[src/rtl/uart_pkg.sv]
// Shared UART definitions: receiver state type, parameter defaults and 8N1 line levels.
package uart_pkg;

  localparam int OVERSAMPLE_DEF = 16;
  localparam int DATA_BITS_DEF  = 8;

  localparam logic IDLE_LEVEL = 1'b1;
  localparam logic START_BIT  = 1'b0;
  localparam logic STOP_BIT   = 1'b1;

  typedef enum logic [2:0] {
    IDLE,
    START,
    DATA,
    STOP,
    BREAK
  } rx_state_e;

endpackage

[src/rtl/uart_rdi_if.sv]
// Received-byte handshake: one-entry holding register with valid/ready flow control.
interface uart_rdi_if #(
  parameter int DATA_BITS = 8
);
  logic [DATA_BITS-1:0] data_rd;
  logic                 rx_valid;
  logic                 rx_ready;

  modport master (output data_rd, rx_valid, input rx_ready);
  modport slave  (input data_rd, rx_valid, output rx_ready);
endinterface

[src/rtl/uart_sync2.sv]
// Two-flop synchronizer for the asynchronous serial line; resets to the idle level.
module uart_sync2
  import uart_pkg::*;
(
  input  logic clk,
  input  logic reset_n,
  input  logic d,
  output logic q
);

  logic meta;

  always_ff @(posedge clk or negedge reset_n) begin
    if (!reset_n) begin
      meta <= IDLE_LEVEL;
      q    <= IDLE_LEVEL;
    end else begin
      meta <= d;
      q    <= meta;
    end
  end

endmodule

[src/rtl/uart_rdi.sv]
// UART 8N1 receiver: oversampled start/data/stop recovery feeding a valid/ready holding register.
module uart_rdi
  import uart_pkg::*;
#(
  parameter int OVERSAMPLE = OVERSAMPLE_DEF,
  parameter int DATA_BITS  = DATA_BITS_DEF
) (
  input  logic       clk,
  input  logic       reset_n,
  input  logic       sample_tick,
  input  logic       rdi,
  uart_rdi_if.master rx,
  output logic       frame_err,
  output logic       overrun,
  output logic       busy
);

  localparam int TW = $clog2(OVERSAMPLE);
  localparam int BW = $clog2(DATA_BITS + 1);
  localparam logic [TW-1:0] TICK_MID  = TW'(OVERSAMPLE / 2 - 1);
  localparam logic [TW-1:0] TICK_LAST = TW'(OVERSAMPLE - 1);
  localparam logic [BW-1:0] BIT_LAST  = BW'(DATA_BITS - 1);

  rx_state_e            state_q, state_d;
  logic [TW-1:0]        tick_q, tick_d;
  logic [BW-1:0]        bit_q, bit_d;
  logic [DATA_BITS-1:0] shift_q, shift_d;
  logic [DATA_BITS-1:0] data_q;
  logic                 valid_q;
  logic                 rdi_s;
  logic                 frame_done;
  logic                 stop_bad;

  uart_sync2 u_sync (
    .clk     (clk),
    .reset_n (reset_n),
    .d       (rdi),
    .q       (rdi_s)
  );

  always_comb begin
    state_d    = state_q;
    tick_d     = tick_q;
    bit_d      = bit_q;
    shift_d    = shift_q;
    frame_done = 1'b0;
    stop_bad   = 1'b0;
    if (sample_tick) begin
      tick_d = tick_q + TW'(1);
      case (state_q)
        IDLE: begin
          tick_d = '0;
          bit_d  = '0;
          if (rdi_s == START_BIT) state_d = START;
        end
        START: begin
          // Mid start bit: a line already back high was only a glitch.
          if (tick_q == TICK_MID) begin
            tick_d  = '0;
            bit_d   = '0;
            state_d = (rdi_s == START_BIT) ? DATA : IDLE;
          end
        end
        DATA: begin
          if (tick_q == TICK_LAST) begin
            tick_d  = '0;
            shift_d = {rdi_s, shift_q[DATA_BITS-1:1]};
            bit_d   = bit_q + BW'(1);
            if (bit_q == BIT_LAST) begin
              bit_d   = '0;
              state_d = STOP;
            end
          end
        end
        STOP: begin
          if (tick_q == TICK_LAST) begin
            tick_d = '0;
            if (rdi_s == STOP_BIT) begin
              frame_done = 1'b1;
              state_d    = IDLE;
            end else begin
              stop_bad = 1'b1;
              state_d  = BREAK;
            end
          end
        end
        BREAK: begin
          tick_d = '0;
          if (rdi_s == IDLE_LEVEL) state_d = IDLE;
        end
        default: begin
          tick_d  = '0;
          state_d = IDLE;
        end
      endcase
    end
  end

  always_ff @(posedge clk or negedge reset_n) begin
    if (!reset_n) begin
      state_q <= IDLE;
      tick_q  <= '0;
      bit_q   <= '0;
      shift_q <= '0;
    end else begin
      state_q <= state_d;
      tick_q  <= tick_d;
      bit_q   <= bit_d;
      shift_q <= shift_d;
    end
  end

  // A completing frame overwrites the held byte only if that byte is being accepted in the same cycle.
  always_ff @(posedge clk or negedge reset_n) begin
    if (!reset_n) begin
      data_q    <= '0;
      valid_q   <= 1'b0;
      frame_err <= 1'b0;
      overrun   <= 1'b0;
    end else begin
      frame_err <= stop_bad;
      overrun   <= 1'b0;
      if (frame_done) begin
        if (!valid_q || rx.rx_ready) begin
          data_q  <= shift_q;
          valid_q <= 1'b1;
        end else begin
          overrun <= 1'b1;
        end
      end else if (valid_q && rx.rx_ready) begin
        valid_q <= 1'b0;
      end
    end
  end

  assign rx.data_rd  = data_q;
  assign rx.rx_valid = valid_q;
  assign busy        = (state_q != IDLE);

endmodule

[src/flat_wrapper.sv]
// flat-port wrapper written by rule: the top's interface ports become plain ports
module uart_rdi_flat import uart_pkg::*;
#(
  parameter int OVERSAMPLE = OVERSAMPLE_DEF,
  parameter int DATA_BITS  = DATA_BITS_DEF
)
  (clk, reset_n, sample_tick, rdi, frame_err, overrun, busy, rx_data_rd, rx_rx_valid, rx_rx_ready);
  uart_rdi_if #(.DATA_BITS(DATA_BITS)) rx_i ();
  input  logic clk;
  input  logic reset_n;
  input  logic sample_tick;
  input  logic rdi;
  output logic frame_err;
  output logic overrun;
  output logic busy;
  output wire logic [$bits(rx_i.data_rd)-1:0] rx_data_rd;
  output wire logic [$bits(rx_i.rx_valid)-1:0] rx_rx_valid;
  input wire logic [$bits(rx_i.rx_ready)-1:0] rx_rx_ready;
  assign rx_data_rd = rx_i.data_rd;
  assign rx_rx_valid = rx_i.rx_valid;
  assign rx_i.rx_ready = rx_rx_ready;
  uart_rdi #(.OVERSAMPLE(OVERSAMPLE), .DATA_BITS(DATA_BITS)) u_core (.clk(clk), .reset_n(reset_n), .sample_tick(sample_tick), .rdi(rdi), .rx(rx_i), .frame_err(frame_err), .overrun(overrun), .busy(busy));
endmodule
[config.mk]
export PLATFORM = sky130hd
export DESIGN_NAME = uart_rdi_flat
export DESIGN_NICKNAME = d
export VERILOG_FILES = /design/src/rtl/uart_pkg.sv /design/src/rtl/uart_rdi_if.sv /design/src/rtl/uart_sync2.sv /design/src/rtl/uart_rdi.sv /design/src/flat_wrapper.sv
export SDC_FILE = /design/constraint.sdc
export NUM_CORES = 1
export LEC_CHECK = 0
export ABC_AREA = 0
export CORE_UTILIZATION = 54
export DETAILED_ROUTE_END_ITERATION = 12
export PLACE_DENSITY = 0.77
export SETUP_SLACK_MARGIN = 0.02
export SLEW_MARGIN = 20
export SYNTH_ARGS = -nofsm -noshare
export SYNTH_HDL_FRONTEND = slang
export SYNTH_HIERARCHICAL = 1
export SYNTH_SLANG_ARGS = --single-unit
[constraint.sdc]
create_clock -name clk -period 1.69 [get_ports clk]
set_input_delay 0.338 -clock clk [delete_from_list [all_inputs] [get_ports clk]]
set_output_delay 0.338 -clock clk [all_outputs]
set_load 0.01 [all_outputs]
# Word-level counts from Yosys, hierarchy flattened
# Cells that the tools add are included.
[classes]
n_reduce_logical = 13
n_eq_ne = 14
n_mux = 29
addsub = 2
[ops]
columns = ["op", "n"]
rows = [
  ["two-way mux 3 bit", 7],
  ["two-way mux 4 bit", 5],
  ["case mux 3 bit (5 select lines)", 1],
  ["two-way mux 1 bit", 13],
  ["case mux 4 bit (3 select lines)", 1],
  ["adder 4 x 1 -> 4 bit, second input constant", 2],
  ["equality test 4 x 3 -> 1 bit, second input constant", 2],
  ["inequality test 2 x 1 -> 1 bit, second input constant", 4],
  ["case mux 4 bit (2 select lines)", 1],
  ["AND reduction 7 bit", 1],
  ["equality test 3 x 2 -> 1 bit, second input constant", 2],
  ["inequality test 2 bit, second input constant", 3],
  ["nonzero test 3 bit", 2],
  ["equality test 4 bit, second input constant", 1],
  ["AND reduction 2 bit", 2],
  ["AND reduction 4 bit", 1],
  ["equality test 3 x 1 -> 1 bit, second input constant", 1],
  ["equality test 3 bit, second input constant", 1],
  ["zero test 3 bit", 1],
  ["AND reduction 3 bit", 1],
  ["two-way mux 2 bit", 1],
  ["nonzero test 2 bit", 1],
  ["OR reduction 2 bit", 1],
  ["logical AND 1 bit", 1],
  ["2 further kinds", 2],
]
[totals]
wordCells = 68
ff_bits = 32
out_inout_bits = 12

# Depth between registers and ports, before layout
# Gate-level depths: netlist of the first run.
[depth]
ltp_word = 6
depth_mapped = 5

# Hierarchy
# Netlist of the first run, hierarchy kept.
[modules_own_cells]
columns = ["mod", "cells_each", "seq_area_each_um2", "area_per_inst_um2", "n_inst"]
rows = [
  ["uart_rdi", 121, 750.7, 1451.4, 1],
  ["uart_sync2", 2, 52.6, 52.6, 1],
]

# Worst setup path before layout of the first run
# No wires, ideal clock.
[synth_timing]
kind = "reg-to-reg"
startpoint = "register u_core.state_q[0]"
endpoint = "register u_core.shift_q[0]"
path_slack_ns = 0.149
setup_time_ns = 0.125
arrival_time_ns = 1.416
path_stages_with_launch = 6
required_time_ns = 1.565
path_cell_list = "dfrtp_1 buf_6 nor2_1 nand2_1 nor2_2 mux2_2"
[synth_via]
elab_chain_cells = 2
[synth_rtl]
columns = ["item", "line", "rtl"]
rows = [
  ["from (decl)", "uart_rdi.sv:24", "rx_state_e state_q, state_d;"],
  ["from (signal assigned)", "uart_rdi.sv:106", "state_q <= state_d;"],
  ["equality test 3 x 2 -> 1 bit", "uart_rdi.sv:50", "case (state_q)"],
  ["AND reduction 3 bit (no source line)", "n/a", ""],
  ["to (signal assigned)", "uart_rdi.sv:109", "shift_q <= shift_d;"],
  ["to (decl)", "uart_rdi.sv:27", "logic [DATA_BITS-1:0] shift_q, shift_d;"],
]
# No other way between the ends.
# A chain may end at the register's enable or synchronous reset.

# Worst setup path in the final report of the first run
[layout_timing]
startpoint = "register u_core.state_q[2]"
endpoint = "register u_core.state_q[2]"
[layout_via]
elab_chain_cells = 3
word_cells_on_any_way = 13
cone_classes = "eq/ne (10); mux (1); reduce/logical (2)"
[layout_rtl]
columns = ["item", "line"]
rows = [
  ["equality test 3 x 2 -> 1 bit (tied with other cells)", "uart_rdi.sv:50"],
  ["inequality test 2 x 1 -> 1 bit (no source line) or inequality test 2 bit (tied branches)", "n/a"],
  ["AND reduction 7 bit (no source line)", "n/a"],
]
# Parallel ways exist; a longest one is shown, timed or not.

==> results of run 1 <==
==> timing repair <==
item                                    in CTS  in global routing
resized for setup                            9                  5
endpoints found under the setup margin      15                 18
buffers inserted                             1                  5
hold buffers                                 0                  0
pin swaps                                    0                  4
==> layout by cell type, fill, tap and decap left out, drive strengths merged, types with 2 or more instances in the layout <==
| master | synthesis | routed |
|---|---|---|
| a211o | 2 | 2 |
| a21oi | 2 | 2 |
| buf | 5 | 19 |
| clkbuf | 0 | 7 |
| clkdlybuf4s50 | 0 | 15 |
| dfrtp | 30 | 30 |
| dfstp | 2 | 2 |
| ha | 2 | 2 |
| inv | 2 | 2 |
| mux2 | 16 | 16 |
| mux2i | 2 | 2 |
| nand2 | 11 | 11 |
| nand2b | 2 | 2 |
| nand3 | 4 | 4 |
| nand3b | 5 | 5 |
| nor2 | 8 | 8 |
| nor3 | 2 | 2 |
| nor4 | 2 | 2 |
| o21ai | 5 | 5 |
| o221ai | 2 | 2 |
| o2bb2ai | 2 | 2 |
| o31ai | 3 | 3 |
| or2 | 2 | 2 |
==> cells by family (layout without fill, tap and decap cells) <==
kind of cell | Yosys count | count (layout)
muxes | 18 | 18
and+or+nand+nor | 41 | 41
AOI/OAI and AO/OA | 21 | 21
adders and majority gates | 2 | 2
DFF | 32 | 32
buffers and inverters | 7 | 44
xor gates and xnor gates | 2 | 2
==> worst paths after layout <==
kind / cells past startpoint / from / slack, ns / endpoint
max in group asynchronous: 2 / reset_n / 0.96 / u_core/u_sync/q
hold reg to reg: 0 / u_core/u_sync/meta / 0.37 / u_core/u_sync/q
hold / removal: 0 / u_core/u_sync/meta / 0.37 / u_core/u_sync/q
min in group asynchronous: 2 / reset_n / 0.40 / u_core/bit_q[1]
setup reg to reg: 5 / u_core/state_q[2] / -0.03 / u_core/state_q[2]
setup / recovery: 5 / u_core/state_q[2] / -0.03 / u_core/state_q[2]
==> per-layer routing <==
| metal | GRT usage | vias up | wire [µm] |
|---|---|---|---|
| met4 | 0.1068 | 0 | 45 |
| met5 | 0 | - | 0 |
| met2 | 0.3835 | 23 | 1449 |
| li1 | - | 517 | - |
| met3 | 0.05556 | 7 | 105 |
| met1 | 0.2896 | 538 | 1256 |
==> final cells by class <==
type                            count  share of cell area
Sequential cell                    32              0.4263
Clock inverter                      1            0.002656
Inverter                            2            0.003984
Tap cell                           30             0.01992
Clock buffer                        6             0.02191
Timing Repair Buffer               35              0.1600
Multi-Input combinational cell     84              0.3652
==> power breakdown <==
part / leakage [nW] / internal (mW) / switching [mW] / total [mW]
combinational: 0.417 / 0.309 / 0.306 / 0.615
sequential: 0.428 / 0.854 / 0.0825 / 0.937
clock: 0.0281 / 0.153 / 0.238 / 0.391
total: 0.873 / 1.32 / 0.626 / 1.94
==> registers in the layout, summed over array words and instances, names as in the netlist, 3 cells and up <==
name               cells
u_core/rx.data_rd      8
u_core/bit_q           4
u_core/shift_q         8
u_core/state_q         3
u_core/tick_q          4
==> through the flow <==
| step | setup slack (ns) | hold slack [ns] | TNS, ns |
|---|---|---|---|
| final | -0.02861 | 0.3657 | -0.02861 |
| after global routing | -0.09263 | 0.3690 | -0.1735 |
| after CTS | -0.02783 | 0.3657 | -0.05315 |
| after detailed placement | -0.2737 | 0.3522 | -3.644 |
| after global placement | -0.2027 | 0.3462 | -2.687 |
| after floorplan | 0.1493 | 0.04241 | 0 |
==> run metrics, run 1 <==
status finished, violations left; failing checks setup timing; final std cells w/o fill 190; final hold violation count 0; EDFF count, synth 0; largest net degree at the start of global routing 33; mux cell area share after synthesis 0.1331; top_reg_cell synth dfrtp_1; Core Util, Final 0.7404; Hold Crit Class reg2reg; complex-gate fraction of the synthesized area 0.1048; Skew-Pair Late Insertion Delay 0.32 ns; first-pass GRT wire length 4.733 mm; wirelength, routed 2.856 mm; Die Span Y 54.78 µm; Adder-Cell Fraction of Synth Area 0.01664; CP Class reg2reg; # H-tree levels 2; post-route cell area 1884 µm²; I/O pins 17; nets 167; number of I/O port buffers 16; area leader, netlist dfrtp_1; CTS Buf Count 5; Synth Area in Simple Gates 0.1639; pwr/cell area 1031 nW/µm²; critical-path cell list buf_4, xor2_1, a221o_1, or2_4, o31ai_2; # diodes 0; synthesis warning total 6; Cells after DPL 178; Slew @ Worst Pin 0.3942 ns; nature of the critical path startpoint flip-flop; WP buf/inv 1; Worst Path Arrival 1.95 ns; multi-input logic area 688.2 µm²; most common cell in the netlist dfrtp_1; Post-Place Cell Area 1773 µm²; Cell Area, Synth 1504 µm²; final antenna-violating net count 0; drt pass-1 iters 4; area of the core 2545 µm²; Clock Skew 0.006274 ns; Vias/cell 5.711; critical path capture point type flip-flop; final setup vio count 1; fin crit share 1.017; fmax 0.5819 GHz; layout overhead on the synthesized area 25.29%; Rows 18; CTS tree yes; FF+latch count, synth 32; RePlAce Congestion 0.8732; Unique masters post-synth 41; CTS root buffer clkbuf_4; RSZ-0062 raised after global routing true; CP max FO 6; Post-synth top cells 30 x dfrtp_1, 16 x mux2_2, 11 x nand2_1; register area share after synthesis 0.5341; clock buffer depth 2; Req. time, crit path 1.92 ns; clock input transition at the sequential cells of the worst setup and hold paths 0.09 ns; LEAKAGE 0.8734 nW; Residual DRC 0; initial antenna violation count 0; CP top delay family compound AO/OA/AOI/OAI gates; Syn Inst Count 123; final total power 1.942 mW; Async SR Flop Fraction 1.000; via count 1085; maximum vdd drop 855.7 µV; Synth Area per Inst 12.23 µm²; Setup WS post-layout -0.02861 ns; Yosys top cell area share 0.4992; crit-path max cell delay 0.43 ns; Max-Cap Viols 0; fin crit period 1.719 ns; total grt overflow 0; xor and xnor area share after synthesis 0.01165; Slowest cell on crit path dfrtp_1; vias in the first global route 1102; Synthesized Nets 130; Tot GR Track Use 0.2341; top cells by area, synth dfrtp_1 50%, mux2_2 12%, dfstp_2 3.5%; Fillers 171; Final Max Slew Viols 0; die area 3000 µm²; 1st-iter DRT viols 22; share of cells above drive strength 1 0.3625; WL/cell 15.03 µm; post-DP HPWL 2.071 mm; largest family of logic cells by synthesized area simple AND/OR/NAND/NOR gates; clk sinks 32; Initial Util 0.5910; die width 54.78 µm; Rel. slew slack 0.7354; FF/Latch Area 803.3 µm²
Power figures use the tool's default switching activity.
==> run 2, diff against run 1 <==
Settings changed: ABC_CLOCK_PERIOD_IN_PS set to 1690.
==> results of run 2 <==
The final DEF is identical to that of run 1; final timing and power are the same.
